**config.mk**
```make
export PLATFORM = sky130hd
export DESIGN_NAME = bellek_erisim_birimi_flat
export DESIGN_NICKNAME = d
export VERILOG_FILES = /design/src/rtl/bellek_erisim_birimi_if.sv /design/src/rtl/bellek_erisim_birimi.sv /design/src/flat_wrapper.sv
export SDC_FILE = /design/constraint.sdc
export NUM_CORES = 1
export LEC_CHECK = 0
export CAP_MARGIN = 20
export CORE_MARGIN = 4
export CORE_UTILIZATION = 43
export CTS_CLUSTER_DIAMETER = 120
export DETAILED_ROUTE_END_ITERATION = 12
export GPL_ROUTABILITY_DRIVEN = 0
export PLACE_DENSITY = 0.86
export RECOVER_POWER = 25
export SLEW_MARGIN = 20
export SYNTH_ARGS = -nofsm -noshare
export SYNTH_HDL_FRONTEND = slang
export SYNTH_SLANG_ARGS = --single-unit
export TNS_END_PERCENT = 1
```
**constraint.sdc**
```tcl
create_clock -name clk_g -period 4.9 [get_ports clk_g]
set_input_delay 1.47 -clock clk_g [delete_from_list [all_inputs] [get_ports clk_g]]
set_output_delay 1.47 -clock clk_g [all_outputs]
set_load 0.02 [all_outputs]
```
**src/rtl/bellek_erisim_birimi_if.sv**
```systemverilog
// Data-memory port of the load/store unit.
//   master: drives request (gecerli, yaz, adres, veri, maske), observes hazir and read data.
//   slave : the memory side, drives bellek_hazir_g and bellek_veri_g.
// bellek_veri_g is only meaningful in a cycle where bellek_hazir_g=1.
interface bellek_erisim_birimi_if;
  logic        bellek_gecerli_c;
  logic        bellek_yaz_c;
  logic [31:0] bellek_adres_c;
  logic [31:0] bellek_veri_c;
  logic [3:0]  bellek_maske_c;
  logic        bellek_hazir_g;
  logic [31:0] bellek_veri_g;

  modport master (
    output bellek_gecerli_c,
    output bellek_yaz_c,
    output bellek_adres_c,
    output bellek_veri_c,
    output bellek_maske_c,
    input  bellek_hazir_g,
    input  bellek_veri_g
  );

  modport slave (
    input  bellek_gecerli_c,
    input  bellek_yaz_c,
    input  bellek_adres_c,
    input  bellek_veri_c,
    input  bellek_maske_c,
    output bellek_hazir_g,
    output bellek_veri_g
  );
endinterface

```
**src/rtl/bellek_erisim_birimi.sv**
```systemverilog
// Load/store unit sitting after the ALU. Accepts one load/store per request, runs it on a
// valid/ready data-memory port and stalls the pipeline until the result is ready.
//
// Ports:
//   clk_g, rst_g           clock, asynchronous active-high reset
//   istek_gecerli_g        request present (held stable while durdur_c=1)
//   yaz_g, boyut_g         store/load select, access size (00 B, 01 H, 10 W, 11 illegal)
//   isaretsiz_g            zero-extend loads (LBU/LHU)
//   adres_g, veri_g        effective address, store data
//   durdur_c               pipeline stall
//   sonuc_gecerli_c        one-cycle completion strobe
//   sonuc_c                extended load data (0 for stores and faults)
//   hizasiz_c, hata_c      misaligned/illegal-size fault, bus timeout fault
//   bellek                 data-memory port (master side)
module bellek_erisim_birimi #(
  parameter int unsigned ZAMAN_ASIMI = 255
) (
  input  logic                          clk_g,
  input  logic                          rst_g,
  input  logic                          istek_gecerli_g,
  input  logic                          yaz_g,
  input  logic [1:0]                    boyut_g,
  input  logic                          isaretsiz_g,
  input  logic [31:0]                   adres_g,
  input  logic [31:0]                   veri_g,
  output logic                          durdur_c,
  output logic                          sonuc_gecerli_c,
  output logic [31:0]                   sonuc_c,
  output logic                          hizasiz_c,
  output logic                          hata_c,
  bellek_erisim_birimi_if.master        bellek
);

  localparam logic [15:0] SayacSon = 16'(ZAMAN_ASIMI - 1);

  typedef enum logic [1:0] {
    StBosta = 2'd0,
    StIstek = 2'd1,
    StYanit = 2'd2
  } durum_e;

  durum_e      durum_q, durum_d;
  logic [15:0] sayac_q, sayac_d;

  // Latched request fields, loaded on acceptance in StBosta.
  logic        yaz_q;
  logic [1:0]  boyut_q;
  logic        isaretsiz_q;
  logic [1:0]  ofset_q;
  logic [31:0] adres_q;
  logic [31:0] veri_q;
  logic [3:0]  maske_q;

  // Result registers, presented only in StYanit.
  logic [31:0] sonuc_q, sonuc_d;
  logic        hizasiz_q, hizasiz_d;
  logic        hata_q, hata_d;

  logic        yakala;
  logic        hizasiz_istek;
  logic [3:0]  maske_hesap;
  logic [31:0] veri_hesap;
  logic [31:0] yukle_veri;

  // Alignment check and lane steering for the incoming request.
  always_comb begin
    hizasiz_istek = 1'b0;
    maske_hesap   = 4'b0000;
    veri_hesap    = 32'h0;
    unique case (boyut_g)
      2'b00: begin
        maske_hesap = 4'b0001 << adres_g[1:0];
        veri_hesap  = {4{veri_g[7:0]}};
      end
      2'b01: begin
        hizasiz_istek = adres_g[0];
        maske_hesap   = (adres_g[1:0] == 2'b00) ? 4'b0011 : 4'b1100;
        veri_hesap    = {2{veri_g[15:0]}};
      end
      2'b10: begin
        hizasiz_istek = (adres_g[1:0] != 2'b00);
        maske_hesap   = 4'b1111;
        veri_hesap    = veri_g;
      end
      default: begin
        hizasiz_istek = 1'b1;
      end
    endcase
  end

  // Pick the addressed byte/half out of the returned word and extend it.
  always_comb begin
    logic [7:0]  bayt;
    logic [15:0] yarim;
    bayt       = bellek.bellek_veri_g[8*ofset_q +: 8];
    yarim      = bellek.bellek_veri_g[16*ofset_q[1] +: 16];
    yukle_veri = bellek.bellek_veri_g;
    unique case (boyut_q)
      2'b00:   yukle_veri = isaretsiz_q ? {24'h0, bayt} : {{24{bayt[7]}}, bayt};
      2'b01:   yukle_veri = isaretsiz_q ? {16'h0, yarim} : {{16{yarim[15]}}, yarim};
      default: yukle_veri = bellek.bellek_veri_g;
    endcase
  end

  // Next-state logic.
  always_comb begin
    durum_d   = durum_q;
    sayac_d   = sayac_q;
    sonuc_d   = sonuc_q;
    hizasiz_d = hizasiz_q;
    hata_d    = hata_q;
    yakala    = 1'b0;
    unique case (durum_q)
      StBosta: begin
        if (istek_gecerli_g) begin
          sonuc_d = 32'h0;
          hata_d  = 1'b0;
          sayac_d = 16'h0;
          if (hizasiz_istek) begin
            // Faulting requests never touch the bus.
            hizasiz_d = 1'b1;
            durum_d   = StYanit;
          end else begin
            hizasiz_d = 1'b0;
            yakala    = 1'b1;
            durum_d   = StIstek;
          end
        end
      end
      StIstek: begin
        if (bellek.bellek_hazir_g) begin
          // A ready in the timeout cycle still completes normally.
          sonuc_d = yaz_q ? 32'h0 : yukle_veri;
          durum_d = StYanit;
        end else if (sayac_q == SayacSon) begin
          hata_d  = 1'b1;
          sonuc_d = 32'h0;
          durum_d = StYanit;
        end else begin
          sayac_d = sayac_q + 16'd1;
        end
      end
      StYanit: begin
        // The request still on istek_gecerli_g is the one retiring now.
        sayac_d   = 16'h0;
        sonuc_d   = 32'h0;
        hizasiz_d = 1'b0;
        hata_d    = 1'b0;
        durum_d   = StBosta;
      end
      default: begin
        durum_d = StBosta;
      end
    endcase
  end

  always_ff @(posedge clk_g or posedge rst_g) begin
    if (rst_g) begin
      durum_q   <= StBosta;
      sayac_q   <= 16'h0;
      sonuc_q   <= 32'h0;
      hizasiz_q <= 1'b0;
      hata_q    <= 1'b0;
    end else begin
      durum_q   <= durum_d;
      sayac_q   <= sayac_d;
      sonuc_q   <= sonuc_d;
      hizasiz_q <= hizasiz_d;
      hata_q    <= hata_d;
    end
  end

  always_ff @(posedge clk_g or posedge rst_g) begin
    if (rst_g) begin
      yaz_q       <= 1'b0;
      boyut_q     <= 2'b00;
      isaretsiz_q <= 1'b0;
      ofset_q     <= 2'b00;
      adres_q     <= 32'h0;
      veri_q      <= 32'h0;
      maske_q     <= 4'b0000;
    end else if (yakala) begin
      yaz_q       <= yaz_g;
      boyut_q     <= boyut_g;
      isaretsiz_q <= isaretsiz_g;
      ofset_q     <= adres_g[1:0];
      adres_q     <= {adres_g[31:2], 2'b00};
      veri_q      <= veri_hesap;
      maske_q     <= maske_hesap;
    end
  end

  // Bus outputs come straight from registers; gating by state keeps them 0 outside the access.
  always_comb begin
    logic istekte;
    istekte                 = (durum_q == StIstek);
    bellek.bellek_gecerli_c = istekte;
    bellek.bellek_yaz_c     = istekte & yaz_q;
    bellek.bellek_adres_c   = istekte ? adres_q : 32'h0;
    bellek.bellek_veri_c    = istekte ? veri_q : 32'h0;
    bellek.bellek_maske_c   = istekte ? maske_q : 4'b0000;
  end

  always_comb begin
    logic yanitta;
    yanitta         = (durum_q == StYanit);
    durdur_c        = ((durum_q == StBosta) & istek_gecerli_g) | (durum_q == StIstek);
    sonuc_gecerli_c = yanitta;
    sonuc_c         = yanitta ? sonuc_q : 32'h0;
    hizasiz_c       = yanitta & hizasiz_q;
    hata_c          = yanitta & hata_q;
  end

endmodule
```
**src/flat_wrapper.sv**
```systemverilog
// flat-port wrapper written by rule: the top's interface ports become plain ports
module bellek_erisim_birimi_flat 
#(
  parameter int unsigned ZAMAN_ASIMI = 255
)
  (clk_g, rst_g, istek_gecerli_g, yaz_g, boyut_g, isaretsiz_g, adres_g, veri_g, durdur_c, sonuc_gecerli_c, sonuc_c, hizasiz_c, hata_c, bellek_bellek_gecerli_c, bellek_bellek_yaz_c, bellek_bellek_adres_c, bellek_bellek_veri_c, bellek_bellek_maske_c, bellek_bellek_hazir_g, bellek_bellek_veri_g);
  bellek_erisim_birimi_if bellek_i ();
  input  logic clk_g;
  input  logic rst_g;
  input  logic istek_gecerli_g;
  input  logic yaz_g;
  input  logic [1:0] boyut_g;
  input  logic isaretsiz_g;
  input  logic [31:0] adres_g;
  input  logic [31:0] veri_g;
  output logic durdur_c;
  output logic sonuc_gecerli_c;
  output logic [31:0] sonuc_c;
  output logic hizasiz_c;
  output logic hata_c;
  output wire logic [$bits(bellek_i.bellek_gecerli_c)-1:0] bellek_bellek_gecerli_c;
  output wire logic [$bits(bellek_i.bellek_yaz_c)-1:0] bellek_bellek_yaz_c;
  output wire logic [$bits(bellek_i.bellek_adres_c)-1:0] bellek_bellek_adres_c;
  output wire logic [$bits(bellek_i.bellek_veri_c)-1:0] bellek_bellek_veri_c;
  output wire logic [$bits(bellek_i.bellek_maske_c)-1:0] bellek_bellek_maske_c;
  input wire logic [$bits(bellek_i.bellek_hazir_g)-1:0] bellek_bellek_hazir_g;
  input wire logic [$bits(bellek_i.bellek_veri_g)-1:0] bellek_bellek_veri_g;
  assign bellek_bellek_gecerli_c = bellek_i.bellek_gecerli_c;
  assign bellek_bellek_yaz_c = bellek_i.bellek_yaz_c;
  assign bellek_bellek_adres_c = bellek_i.bellek_adres_c;
  assign bellek_bellek_veri_c = bellek_i.bellek_veri_c;
  assign bellek_bellek_maske_c = bellek_i.bellek_maske_c;
  assign bellek_i.bellek_hazir_g = bellek_bellek_hazir_g;
  assign bellek_i.bellek_veri_g = bellek_bellek_veri_g;
  bellek_erisim_birimi #(.ZAMAN_ASIMI(ZAMAN_ASIMI)) u_core (.clk_g(clk_g), .rst_g(rst_g), .istek_gecerli_g(istek_gecerli_g), .yaz_g(yaz_g), .boyut_g(boyut_g), .isaretsiz_g(isaretsiz_g), .adres_g(adres_g), .veri_g(veri_g), .durdur_c(durdur_c), .sonuc_gecerli_c(sonuc_gecerli_c), .sonuc_c(sonuc_c), .hizasiz_c(hizasiz_c), .hata_c(hata_c), .bellek(bellek_i));
endmodule
```
; Word level (Yosys, flattened, before mapping)
; Index checks and enable logic that the tools add are counted.
[classes]
n_reduce_logical = 12
multipliers = 0
n_mux = 35
add_sub_neg = 1
bitwise = 5
n_eq_ne = 11
shifts = 3
magnitude_cmp = 0
div = 0
[op_table]
columns = op, count
row1 = 32-bit two-way mux, 9
row2 = 32-bit case mux with 3 select lines, 2
row3 = 32-bit case mux with 2 select lines, 1
row4 = 16-bit two-way mux, 3
row5 = 16-bit case mux with 3 select lines, 1
row6 = 32-bit by 6-bit variable part select with 16-bit output, 1
row7 = 32-bit by 6-bit variable part select with 8-bit output, 1
row8 = "16-bit by 1-bit adder with 16-bit output, second input constant", 1
row9 = "16-bit by 8-bit == test with 1-bit output, second input constant", 1
row10 = 4-bit case mux with 3 select lines, 1
row11 = 2-bit logical NOT, 4
row12 = 1-bit two-way mux, 8
row13 = 2-bit two-way mux, 4
row14 = 4-bit two-way mux, 2
row15 = 4-bit AND reduction, 2
row16 = "2-bit by 1-bit == test with 1-bit output, second input constant", 3
row17 = "2-bit inequality test, second input constant", 3
row18 = 1-bit case mux with 3 select lines, 2
row19 = 1-bit AND, 4
row20 = "2-bit == test, second input constant", 2
row21 = 2-bit case mux with 2 select lines, 1
row22 = 2-bit AND reduction, 2
row23 = 2-bit nonzero test, 2
row24 = "1-bit by 2-bit left shift with 4-bit output, first input constant", 1
row25 = 6 further kinds, 6
[totals]
rom_bits = 0
ff_bits = 124
input_bits = 104
latch_bits = 0
ram_bits = 0
memories = 0
out_inout_bits = 106
elab_cells = 79

; Longest topological paths before layout
[logic_depth]
word_depth = 6
depth_mapped = 7
depth_no_buf = 6

; Worst setup path after synthesis
; No wires, ideal clock.
[synth_path]
path_type = input to output
from = input istek_gecerli_g
to = output durdur_c
n_path_buf = 0
arrival_time_ps = 1797
path_slack_ps = 1633
stages = 2
path_cell_list = nor2_1 nor2_1
[synth_via]
elab_chain_cells = 2
[synth_lines]
columns = item, line
row1 = from (decl), flat_wrapper.sv:10  ; input logic istek_gecerli_g;
row2 = 1-bit AND, bellek_erisim_birimi.sv:207  ; durdur_c = ((durum_q == StBosta) & istek_gecerli_g) | (durum_q == StIstek);
row3 = 1-bit OR, bellek_erisim_birimi.sv:207
row4 = to (decl), flat_wrapper.sv:16  ; output logic durdur_c;
; Every way passes these cells.

; Worst setup path after layout
[layout_path]
from = register u_core.durum_q[1]
to = output bellek_bellek_veri_c[13]
[layout_via]
elab_chain_cells = 2
[layout_lines]
columns = item, line
row1 = from (decl), bellek_erisim_birimi.sv:42  ; durum_e durum_q, durum_d;
row2 = from (signal assigned), bellek_erisim_birimi.sv:159  ; durum_q <= StBosta;
row3 = from (signal assigned), bellek_erisim_birimi.sv:165  ; durum_q <= durum_d;
row4 = 2-bit by 1-bit == test with 1-bit output, bellek_erisim_birimi.sv:196  ; istekte = (durum_q == StIstek);
row5 = 32-bit two-way mux, bellek_erisim_birimi.sv:200  ; bellek.bellek_veri_c = istekte ? veri_q : 32'h0;
row6 = to (decl), flat_wrapper.sv:24  ; output wire logic [$bits(bellek_i.bellek_veri_c)-1:0] bellek_bellek_veri_c;
; Every way passes these cells.

==> results.json <==
{
  "status": "finished, violations left",
  "violations": "capacitance limit, slew limit",
  "dieArea_um2": 17700,
  "seq_power_share_pct": 38.6,
  "crit_path_max_fanout": 35,
  "slew_violations": 62,
  "core_um2": 15300,
  "setup_viol": 0,
  "leakagePower_nw": 3.86,
  "synth_area_um2": 6740,
  "crit_type": "reg2out",
  "slowest_stage": "dfrtp_1",
  "dieWidth_um": 133,
  "cts_buffers": 17,
  "crit_start": "u_core.durum_q[1]$_DFFE_PP0P_",
  "nNetsFinal": 939,
  "cts_tree": "yes",
  "ctsHoldBuffers": 0,
  "cp_cell_sequence": "nor2b_4, buf_4, and2_1, clkdlybuf4s50_1",
  "hpwl_mm": 13.0,
  "clk_pin_slew_ns": 0.06,
  "avgSynthCellArea_um2": 10.4,
  "clock_path_buffers": 2,
  "synth-edff-count": 0,
  "cts_setup_buffers": 0,
  "rows": 45,
  "clock_latency_ns": 0.41,
  "overflow": 0,
  "mostFrequentLayoutCell": "clkdlybuf4s50_1",
  "hold_violations": 0,
  "synth_cell_types": 50,
  "start_util_pct": 44.1,
  "cap_violations": 1,
  "max_freq_mhz": 227,
  "cp-end-kind": "output pin",
  "r2r.worst_path.cells": 4,
  "fillers": 1223,
  "pwr-share-comb_pct": 31.1,
  "syn2layout_area_growth_pct": 40.1,
  "clock-root-buffer": "clkbuf_16",
  "rsz0062_at_grt": "no",
  "clockPowerShare_pct": 30.3,
  "grt_max_degree": 64,
  "required_ns": 3.43,
  "r2r-end": "u_core.sonuc_q[19]$_DFFE_PP0P_",
  "drt-wirelength-per-cell_um": 17.5,
  "die_y_um": 133,
  "grt_pass1_vias": 5799,
  "arrival_ns": 2.93,
  "timing.rr.start": "u_core.durum_q[1]$_DFFE_PP0P_",
  "synth_ff_type": "dfrtp_1",
  "ys_async_sr_fraction_pct": 100,
  "cts_resized": 0,
  "whs_endpoint": "u_core.adres_q[19]$_DFFE_PP0P_",
  "hp-start": "u_core.adres_q[19]$_DFFE_PP0P_",
  "drc_errors": 0,
  "drt-initial-drc-count": 374,
  "yosys_warnings": 0,
  "antenna_left": 0,
  "synthesis.instances": 647,
  "ys_seq_area_share_pct": 46.1,
  "worst_pin_slew_ns": 2.37,
  "fin_crit_ns": 4.40,
  "p_int_mw": 2.68,
  "fin_skew_ns": 0.00697,
  "max_stage_delay_ns": 0.65,
  "whs_path_depth": 1,
  "viasPerCell": 5.34,
  "holdWs_ns": 0.474,
  "final_cell_mix": "clkdlybuf4s50_1, dfrtp_1, and2_1",
  "ir_drop_uv": 242,
  "antenna_found_initial": 0,
  "start_kind": "register",
  "drive_above_1_share_pct": 7.68,
  "num_vias": 5642,
  "grt_pass1_wl_mm": 29.8,
  "clkSinkCount": 124,
  "cts_max_level": 4,
  "reg2reg_slack_ns": 2.23,
  "antenna_cells": 0,
  "grt_usage_pct": 21.0,
  "fin_crit_sh_pct": 89.9,
  "p_per_area_nw_per_um2": 425,
  "min_path_type": "reg2reg",
  "timing.slew.headroom_pct": -58.5,
  "switching_power_mw": 1.33,
  "io-pin-count": 210,
  "tns_ns": 0,
  "io_buffers": 207,
  "switching_share_pct": 33.1,
  "drtPass1Iterations": 5,
  "wirelength_mm": 18.5,
  "synth-seq-cells": 124
}
==> final cells by class <==
cell class,instances,area (um^2),area share (%)
clock buffer,19,443,4.69
clock inverter,13,125,1.33
inverter,18,67.6,0.716
multi-input combinational,456,3270,34.6
sequential,124,3100,32.9
tap,211,264,2.80
timing repair buffer,216,2160,22.9
==> layer usage <==
| metal | up-vias | GRT usage (%) | part of all wire, % |
|---|---|---|---|
| li1 | 2643 | - | - |
| met1 | 2765 | 26.3 | 42 |
| met2 | 211 | 34.2 | 49 |
| met3 | 23 | 6.57 | 7.1 |
| met4 | 0 | 7.89 | 1.8 |
| met5 | - | 0 | 0 |
==> critical path, delay by kind of cell, from the launching register on <==
kind	cells	cell delay, ns
flops	1	0.65
simple gates	2	0.84
buf+inv	2	1.01
==> registers in the layout (all words and copies together) (netlist names) <==
| signal | cells |
|---|---|
| u_core.boyut_q | 2 |
| u_core.maske_q | 4 |
| u_core.yaz_q | 1 |
| u_core.hata_q | 1 |
| u_core.hizasiz_q | 1 |
| u_core.adres_q | 30 |
| u_core.isaretsiz_q | 1 |
| u_core.durum_q | 2 |
| u_core.ofset_q | 2 |
| u_core.sayac_q | 16 |
| u_core.veri_q | 32 |
| u_core.sonuc_q | 32 |
==> how the worst max path moves through the flow <==
stage | slack [ns] | endpoint | cells after the start
2_1_floorplan | 0.13 | u_core.adres_q[10]$_DFFE_PP0P_ | 1
3_3_place_gp | 0.56 | durdur_c | 4
3_5_place_dp | 0.55 | durdur_c | 4
4_1_cts | 0.43 | bellek_bellek_veri_c[13] | 4
5_1_grt | 0.29 | bellek_bellek_veri_c[13] | 4
6_report | 0.50 | bellek_bellek_veri_c[13] | 4
==> through the flow <==
| stage | power, mW | std cells | util, % | setup slack (ns) | instance area, um^2 |
|---|---|---|---|---|---|
| after global placement | 2.78 | 1025 | 58.2 | 0.561 | 8870 |
| after detailed placement | 2.81 | 1025 | 58.2 | 0.551 | 8870 |
| after floorplan | 2.33 | 648 | - | 0.131 | 6740 |
| final | 4.01 | 1057 | 61.9 | 0.495 | 9440 |
| after global routing | 4.24 | 1057 | 61.9 | 0.290 | 9440 |
| after CTS | 4.04 | 1057 | 61.9 | 0.430 | 9440 |
==> power by group through the flow <==
stage               logic [mW]  clock network, mW  registers, mW
floorplan                0.899                  0           1.43
global placement          1.22                  0           1.56
detailed placement        1.25                  0           1.56
CTS                       1.26               1.23           1.54
global route              1.37               1.28           1.59
finish                    1.25               1.22           1.55
==> logic make-up after synthesis <==
kind of cell,share of synthesized area [%]
and+or+nand+nor,20.0
AOI/OAI and AO/OA,12.9
DFF,46.1
muxes,15.0
buffers and inverters,5.54
adders and majority gates,0.371
other,0.0557
==> cell usage after synthesis, types with 3 or more instances <==
master,instances,area share [%]
dfrtp_1,124,46
and2_1,91,8.5
mux2_1,50,8.4
a21oi_1,43,3.2
o21ai_0,41,3.0
nand2_1,34,1.9
nand2b_1,30,2.8
clkbuf_1,28,1.6
mux2i_1,27,4.0
a32o_1,24,3.6
inv_1,18,1.0
mux2_2,14,2.3
nor2b_1,13,1.2
nor3_1,13,0.97
or3_1,13,1.2
nor2_1,12,0.67
buf_4,9,1.0
o2bb2ai_1,8,1.0
nand4_1,7,0.65
buf_8,5,1.1
buf_2,4,0.30
buf_6,3,0.50
nand3_1,3,0.22
Note: power is estimated with default switching activity, not from simulation.
